## config.mk

```make
export PLATFORM = sky130hd
export DESIGN_NAME = param_controller_fsm
export DESIGN_NICKNAME = d
export VERILOG_FILES = /design/src/rtl/param_controller_fsm.sv
export SDC_FILE = /design/constraint.sdc
export NUM_CORES = 1
export LEC_CHECK = 0
export ABC_AREA = 1
export CAP_MARGIN = 10
export CORE_MARGIN = 5
export CORE_UTILIZATION = 35
export CTS_CLUSTER_SIZE = 28
export DETAILED_ROUTE_END_ITERATION = 8
export DONT_BUFFER_PORTS = 1
export PLACE_DENSITY = 0.62
export SYNTH_ARGS = -nofsm -noshare
export SYNTH_HDL_FRONTEND = slang
export SYNTH_SLANG_ARGS = --single-unit
export TNS_END_PERCENT = 30
```

## constraint.sdc

```tcl
create_clock -name i_clk -period 1.4 [get_ports i_clk]
set_clock_uncertainty 0.05 [all_clocks]
set_input_delay 0.14 -clock i_clk [delete_from_list [all_inputs] [get_ports i_clk]]
set_output_delay 0.14 -clock i_clk [all_outputs]
set_load 0.02 [all_outputs]
```

## src/rtl/param_controller_fsm.sv

```systemverilog
// Fetch/decode/execute sequencer for the 16-bit datapath: PC, IR, register file,
// ALU and data-memory control, with memory ready handshake and a retired-instruction counter.
module param_controller_fsm #(
  parameter int IW   = 16,
  parameter int OPW  = 4,
  parameter int RAW  = 4,
  parameter int DAW  = 8,
  parameter int CNTW = 16
) (
  input  logic            i_clk,
  input  logic            i_rst,
  input  logic [IW-1:0]   i_instr,
  input  logic            i_dready,
  input  logic            i_alu_zero,
  input  logic            i_run,
  output logic            o_pc_clr,
  output logic            o_pc_up,
  output logic            o_pc_ld,
  output logic [DAW-1:0]  o_pc_ld_addr,
  output logic            o_ir_ld,
  output logic [DAW-1:0]  o_daddr,
  output logic            o_dread,
  output logic            o_dwrite,
  output logic            o_rf_write_enable,
  output logic [1:0]      o_rf_select,
  output logic [RAW-1:0]  o_rf_write_addr,
  output logic [RAW-1:0]  o_rf_a_read_addr,
  output logic [RAW-1:0]  o_rf_b_read_addr,
  output logic [2:0]      o_alu_select,
  output logic [DAW-1:0]  o_imm,
  output logic [3:0]      o_state,
  output logic            o_halted,
  output logic            o_illegal_op,
  output logic [CNTW-1:0] o_retired_count
);

  // state | meaning:  INIT 8 clear PC | FETCH F load IR | DECODE C dispatch | NOOP 0
  // STORE 1 write, wait ready | LOAD_REQ 2 read, wait ready | LOAD_WB 6 write back
  // ADD 3 | SUB 4 | HALT 5 wait for run | LDI 7 | JMP 9 | JZ A branch on ALU zero
  typedef enum logic [3:0] {
    S_NOOP     = 4'h0,
    S_STORE    = 4'h1,
    S_LOAD_REQ = 4'h2,
    S_ADD      = 4'h3,
    S_SUB      = 4'h4,
    S_HALT     = 4'h5,
    S_LOAD_WB  = 4'h6,
    S_LDI      = 4'h7,
    S_INIT     = 4'h8,
    S_JMP      = 4'h9,
    S_JZ       = 4'hA,
    S_DECODE   = 4'hC,
    S_FETCH    = 4'hF
  } state_t;

  localparam logic [OPW-1:0] OP_NOOP  = OPW'(0);
  localparam logic [OPW-1:0] OP_STORE = OPW'(1);
  localparam logic [OPW-1:0] OP_LOAD  = OPW'(2);
  localparam logic [OPW-1:0] OP_ADD   = OPW'(3);
  localparam logic [OPW-1:0] OP_SUB   = OPW'(4);
  localparam logic [OPW-1:0] OP_HALT  = OPW'(5);
  localparam logic [OPW-1:0] OP_LDI   = OPW'(6);
  localparam logic [OPW-1:0] OP_JMP   = OPW'(7);
  localparam logic [OPW-1:0] OP_JZ    = OPW'(8);

  state_t          r_state;
  logic [CNTW-1:0] r_retired;

  logic [OPW-1:0] w_op;
  logic [RAW-1:0] w_ra, w_rb, w_rd, w_jz_ra;
  logic [DAW-1:0] w_maddr, w_saddr;

  assign w_op    = i_instr[IW-1 -: OPW];
  assign w_ra    = i_instr[3*RAW-1 -: RAW];
  assign w_rb    = i_instr[2*RAW-1 -: RAW];
  assign w_rd    = i_instr[RAW-1:0];
  assign w_maddr = i_instr[DAW+RAW-1:RAW];
  assign w_saddr = i_instr[DAW-1:0];
  assign w_jz_ra = i_instr[DAW+RAW-1 -: RAW];

  // An instruction retires on the edge leaving its execute state; HALT retires on entry.
  always_ff @(posedge i_clk) begin
    if (i_rst) begin
      r_state   <= S_INIT;
      r_retired <= '0;
    end else begin
      case (r_state)
        S_INIT:  r_state <= S_FETCH;
        S_FETCH: r_state <= S_DECODE;
        S_DECODE: begin
          case (w_op)
            OP_STORE: r_state <= S_STORE;
            OP_LOAD:  r_state <= S_LOAD_REQ;
            OP_ADD:   r_state <= S_ADD;
            OP_SUB:   r_state <= S_SUB;
            OP_HALT: begin
              r_state   <= S_HALT;
              r_retired <= r_retired + CNTW'(1);
            end
            OP_LDI:   r_state <= S_LDI;
            OP_JMP:   r_state <= S_JMP;
            OP_JZ:    r_state <= S_JZ;
            default:  r_state <= S_NOOP;
          endcase
        end
        S_NOOP, S_ADD, S_SUB, S_LDI, S_JMP, S_JZ, S_LOAD_WB: begin
          r_state   <= S_FETCH;
          r_retired <= r_retired + CNTW'(1);
        end
        S_STORE: begin
          if (i_dready) begin
            r_state   <= S_FETCH;
            r_retired <= r_retired + CNTW'(1);
          end
        end
        S_LOAD_REQ: begin
          if (i_dready) r_state <= S_LOAD_WB;
        end
        S_HALT: begin
          if (i_run) r_state <= S_FETCH;
        end
        default: r_state <= S_INIT;
      endcase
    end
  end

  always_comb begin
    o_pc_clr          = 1'b0;
    o_pc_up           = 1'b0;
    o_pc_ld           = 1'b0;
    o_pc_ld_addr      = '0;
    o_ir_ld           = 1'b0;
    o_daddr           = '0;
    o_dread           = 1'b0;
    o_dwrite          = 1'b0;
    o_rf_write_enable = 1'b0;
    o_rf_select       = 2'd0;
    o_rf_write_addr   = '0;
    o_rf_a_read_addr  = '0;
    o_rf_b_read_addr  = '0;
    o_alu_select      = 3'b000;
    o_imm             = '0;
    o_halted          = 1'b0;
    o_illegal_op      = 1'b0;
    case (r_state)
      S_INIT:   o_pc_clr = 1'b1;
      S_FETCH: begin
        o_pc_up = 1'b1;
        o_ir_ld = 1'b1;
      end
      S_DECODE: o_illegal_op = (w_op > OP_JZ);
      S_STORE: begin
        o_daddr          = w_saddr;
        o_rf_a_read_addr = w_ra;
        o_dwrite         = 1'b1;
      end
      S_LOAD_REQ: begin
        o_daddr = w_maddr;
        o_dread = 1'b1;
      end
      S_LOAD_WB: begin
        o_daddr           = w_maddr;
        o_rf_select       = 2'd1;
        o_rf_write_addr   = w_rd;
        o_rf_write_enable = 1'b1;
      end
      S_ADD, S_SUB: begin
        o_rf_a_read_addr  = w_ra;
        o_rf_b_read_addr  = w_rb;
        o_rf_write_addr   = w_rd;
        o_rf_write_enable = 1'b1;
        o_alu_select      = (r_state == S_ADD) ? 3'b001 : 3'b010;
      end
      S_LDI: begin
        o_imm             = w_maddr;
        o_rf_select       = 2'd2;
        o_rf_write_addr   = w_rd;
        o_rf_write_enable = 1'b1;
      end
      S_JMP: begin
        o_pc_ld      = 1'b1;
        o_pc_ld_addr = w_saddr;
      end
      S_JZ: begin
        o_rf_a_read_addr = w_jz_ra;
        o_pc_ld_addr     = w_saddr;
        o_pc_ld          = i_alu_zero;
      end
      S_HALT:   o_halted = 1'b1;
      default: ;
    endcase
  end

  assign o_state         = r_state;
  assign o_retired_count = r_retired;

endmodule

```

# Yosys cells after proc, flatten, opt, wreduce, memory -nomap -nowiden
# Cells that the tools add are included.
# word_totals
reg_bits	20
word_cells	64
# classes
add_sub_neg	1
n_lt_le_gt_ge	1
eq_ne	24
muxes	25
n_reduce_logical	11
# ops
operator	n
$pmux W16 S3	1
$eq A4 B3 Y1 const B	8
$mux W16	2
$pmux W4 S8	1
$eq A4 B4 Y1 const B	6
$mux W4	6
$pmux W4 S6	1
$add A16 B1 Y16 const B	1
$eq A4 B2 Y1 const B	4
$mux W8	2
$pmux W8 S2	1
$eq A4 B1 Y1 const B	2
$reduce_or A4 Y1	2
$reduce_or A8 Y1	1
$mux W1	7
$reduce_or A7 Y1	1
$ne A2 B2 Y1 const B	3
$reduce_and A3 Y1	2
$reduce_or A2 Y1	3
$gt A4 B4 Y1 const B	1
$logic_not A4 Y1	1
$mux W2	2
$pmux W2 S2	1
$reduce_bool A3 Y1	1
2 further kinds	2

# Logic depth before layout (Yosys ltp)
# depth
word_depth	4
depth_mapped	11
depth_no_buf	10

# Worst setup path after synthesis
# No wires, ideal clock.
# synth_path
path_kind	register to output
startpoint	register r_state[2] (netlist: o_state[2])
endpoint	output o_rf_write_addr[0]
t_arrival_ns	1.721
slack_ns	-0.511
stages_incl_launch_ff	5
path_buffers	0
cell_sequence	dfxtp_1 -> nand2_1 -> o21ai_0 -> inv_1 -> nor2_1
# synth_between
elab_chain_len	3
word_cells_on_any_way	6
# synth_rtl
item	line_no	rtl
start, declared	66	state_t r_state;
start signal, assigned	84	r_state <= S_INIT;
start signal, assigned	88	S_INIT: r_state <= S_FETCH;
start signal, assigned	89	S_FETCH: r_state <= S_DECODE;
$eq A4 B2 Y1 or $eq A4 B3 Y1 (tied branches)	145	case (r_state)
$reduce_or A4 Y1 (no source line) (*)	--	
$mux W4 (*)	145	
end, declared	26	output logic [RAW-1:0] o_rf_write_addr,
# Mark *: on every way between the ends. The rest lies on a longest branch, timed or not.

# Worst setup path after layout
# layout_path
startpoint	register r_state[0] (netlist: o_state[0])
endpoint	output o_daddr[7]
# layout_between
elab_chain_len	3
word_cells_on_any_way	5
# layout_rtl
item	line_no	rtl
$eq A4 B3 Y1 or $eq A4 B2 Y1 (tied branches)	145	
$reduce_or A2 Y1 (no source line)	--	
$pmux W8 S2 (*)	145	
end, declared	21	output logic [DAW-1:0] o_daddr,
# Marks and branches as above.

==> metrics <==
status=finished, violations left; violated checks=negative setup slack; WL final=6560 µm; post-synth top area cell=dfxtp_1; setup slack after placement=-0.118 ns; worst hold path type=in -> reg; HPWL Detailed=4620 µm; Area contributors post-synth=dfxtp_1 (23%), nand2_1 (18%), nor2_1 (15%); crit path launch type=flop; drt pass-1 iters=4; fin worst setup slack=-0.258 ns; Global Route Usage Sum=0.185; row cnt=25; Vias/cell=4.91; wire per inst=14.1 µm; Max Freq=0.603 GHz; PortBufs=0; Clock Latency Late Sink=0.26 ns; CP Buf/Inv Count=3; Starting DRT DRC Count=152; Gate power share=0.700; Post-Synthesis Cells=318; final setup vio count=64; Switch Pwr=2280 µW; leakage power=0.00135 µW; core region area=4790 µm²; sequential fraction of the synthesis area=0.228; Ys Warns=0; Cell Int Power=2080 µW; Area growth syn-to-layout=66.9%; Worst-Margin Slew=0.642 ns; Tcrit/Tclk final=1.18; WP data arrival=1.47 ns; Min Clock Period, post-route=1.66 ns; Num CTS Buffers=3; Synth Register Bits=20; CP max stage cell=dfxtp_4; clock sink count=20; switch share=0.523; Syn Nets=340; CP top delay family=flip-flops; Synth top area share=0.228; Post-Syn Area per Cell=5.51 µm²; gp weighted congestion=0.893; Final ANT Viol Nets=0; grt ovf=0; CTS tree=yes; Clock Path Buffers=2; Flop pwr share=0.197; first-pass GRT wire length=9750 µm; nets=421; vias=2,284; final hold violation count=0; worst-path maximum fanout=8; Crit. End Element=output pin; die height=80.8 µm; Ant. Diodes=0; Residual DRC=0; Cell Area, Synth=1750 µm²; initial antenna violation count=0; Worst Path Required=1.21 ns; layout cell share with drive strength beyond 1=0.430; Unique masters post-synth=26; largest net degree at the start of global routing=15; filler cell count=428; IO Pins=91; total power=4360 µW; die area=6520 µm²; power per cell area=1490 nW/µm²; RSZ-0062 raised after global routing=true; Slew headroom=0.571; VDD IR max=668 µV; Clk pwr share=0.103; crit path kind=reg -> out; Max-cap violations=0; die extent in x=80.8 µm; H-tree depth=1; CP peak stage delay=0.41 ns; Initial Util=0.366; vias in the first global route=2,202; CTS Root Cell=clkbuf_8; max-slew violations=0; clk slew on worst S/H paths=0.07 ns; crit path cell chain=inv_4 -> nor2_4 -> nand2_4 -> buf_8 -> o22ai_2 -> buf_6
## kinds of logic after synthesis
family	after synthesis	share of synthesized area
AND/OR/NAND/NOR	198	0.480
buffers and inverters	56	0.139
AO/OA/AOI/OAI	37	0.118
flip-flops	20	0.228
XOR/XNOR	5	0.0250
adder cells (fa/ha/maj)	1	0.00714
other	1	0.00214
## Yosys cell counts (all sizes together)
cell,count
nand2,87
nor2,77
inv,49
nand3,23
dfxtp,20
a21oi,19
o21ai,8
o22ai,8
buf,6
nand4,6
xor2,5
nor3,3
nand3b,2
a31oi,1
clkbuf,1
conb,1
ha,1
o221ai,1
## worst register-to-register path, cell delays in order, from the launching register on
cell and delay, ns:
dfxtp_4 0.41, inv_4 0.06, nor2_4 0.18, nand2_2 0.09, buf_4 0.15, nand3_1 0.08
nor2_1 0.07, nor2_4 0.19, nand2_1 0.10, a21oi_1 0.12
## path summary, 6_finish.rpt
path,end,from,cells past startpoint,slack [ns]
hold reg to reg,o_retired_count[6],o_retired_count[6],2,0.46
setup / recovery,o_daddr[7],o_state[0],6,-0.26
setup reg to reg,o_retired_count[11],o_state[0],9,-0.15
hold / removal,o_state[3],i_rst,2,0.02
## sequential cells by signal, indices dropped and copies added (netlist names)
| register | flops |
|---|---|
| o_retired_count | 16 |
| o_state | 4 |
## per-layer routing
metal | global-route usage | vias to the layer above | part of all wire
li1 | - | 1152 | -
met1 | 0.219 | 1044 | 0.41
met2 | 0.334 | 79 | 0.51
met3 | 0.0355 | 9 | 0.062
met4 | 0.0608 | 0 | 0.016
met5 | 0 | - | 0
## power by group through the flow
stage	Sequential, µW	Combinational (µW)	Clock, µW
final	859	3050	451
after global routing	876	3260	483
after CTS	829	2690	458
after detailed placement	835	2520	0
after global placement	831	2500	0
after floorplan	926	1580	0
## metrics by stage
stage / cell area [µm²] / instances / TNS (ns) / hold slack (ns) / util
floorplan: 1910 / 318 / -0.489 / 0.159 / -
global placement: 2480 / 452 / -1.68 / 0.154 / 0.519
detailed placement: 2480 / 452 / -2.08 / 0.156 / 0.519
CTS: 2710 / 461 / -9.02 / 0.00577 / 0.566
global route: 2930 / 465 / -14.67 / 0.0331 / 0.611
finish: 2930 / 465 / -9.70 / 0.0206 / 0.611
## cell usage in the layout, fill, tap and decap left out, drive strengths merged
| cell type | netlist | layout |
|---|---|---|
| clkbuf | 1 | 4 |
| dfxtp | 20 | 20 |
| o22ai | 8 | 8 |
| nor2 | 77 | 77 |
| nor3 | 3 | 3 |
| xor2 | 5 | 5 |
| o21ai | 8 | 8 |
| nand3b | 2 | 2 |
| nand4 | 6 | 6 |
| a31oi | 1 | 1 |
| ha | 1 | 1 |
| clkinvlp | 0 | 1 |
| a21oi | 19 | 19 |
| buf | 6 | 82 |
| conb | 1 | 1 |
| dlygate4sd3 | 0 | 1 |
| nand3 | 23 | 23 |
| o221ai | 1 | 1 |
| inv | 49 | 48 |
| nand2 | 87 | 87 |
## cell type report
class,count,area [µm²],share of cell area
clock buffers,4,55.1,0.0188
inverters,49,200,0.0684
multi-input cells,242,1460,0.500
flip-flops and latches,20,422,0.144
well taps,67,83.8,0.0287
repair buffers,83,702,0.240
## what timing repair did
item,in CTS,in global routing
resized for setup,35,46
setup endpoints to repair,62,66
pin swaps,8,7
setup buffers,4,4
cloned,0,0
hold buffers,1,0
hold endpoints to repair,14,0
(Power assumes the default switching activity.)
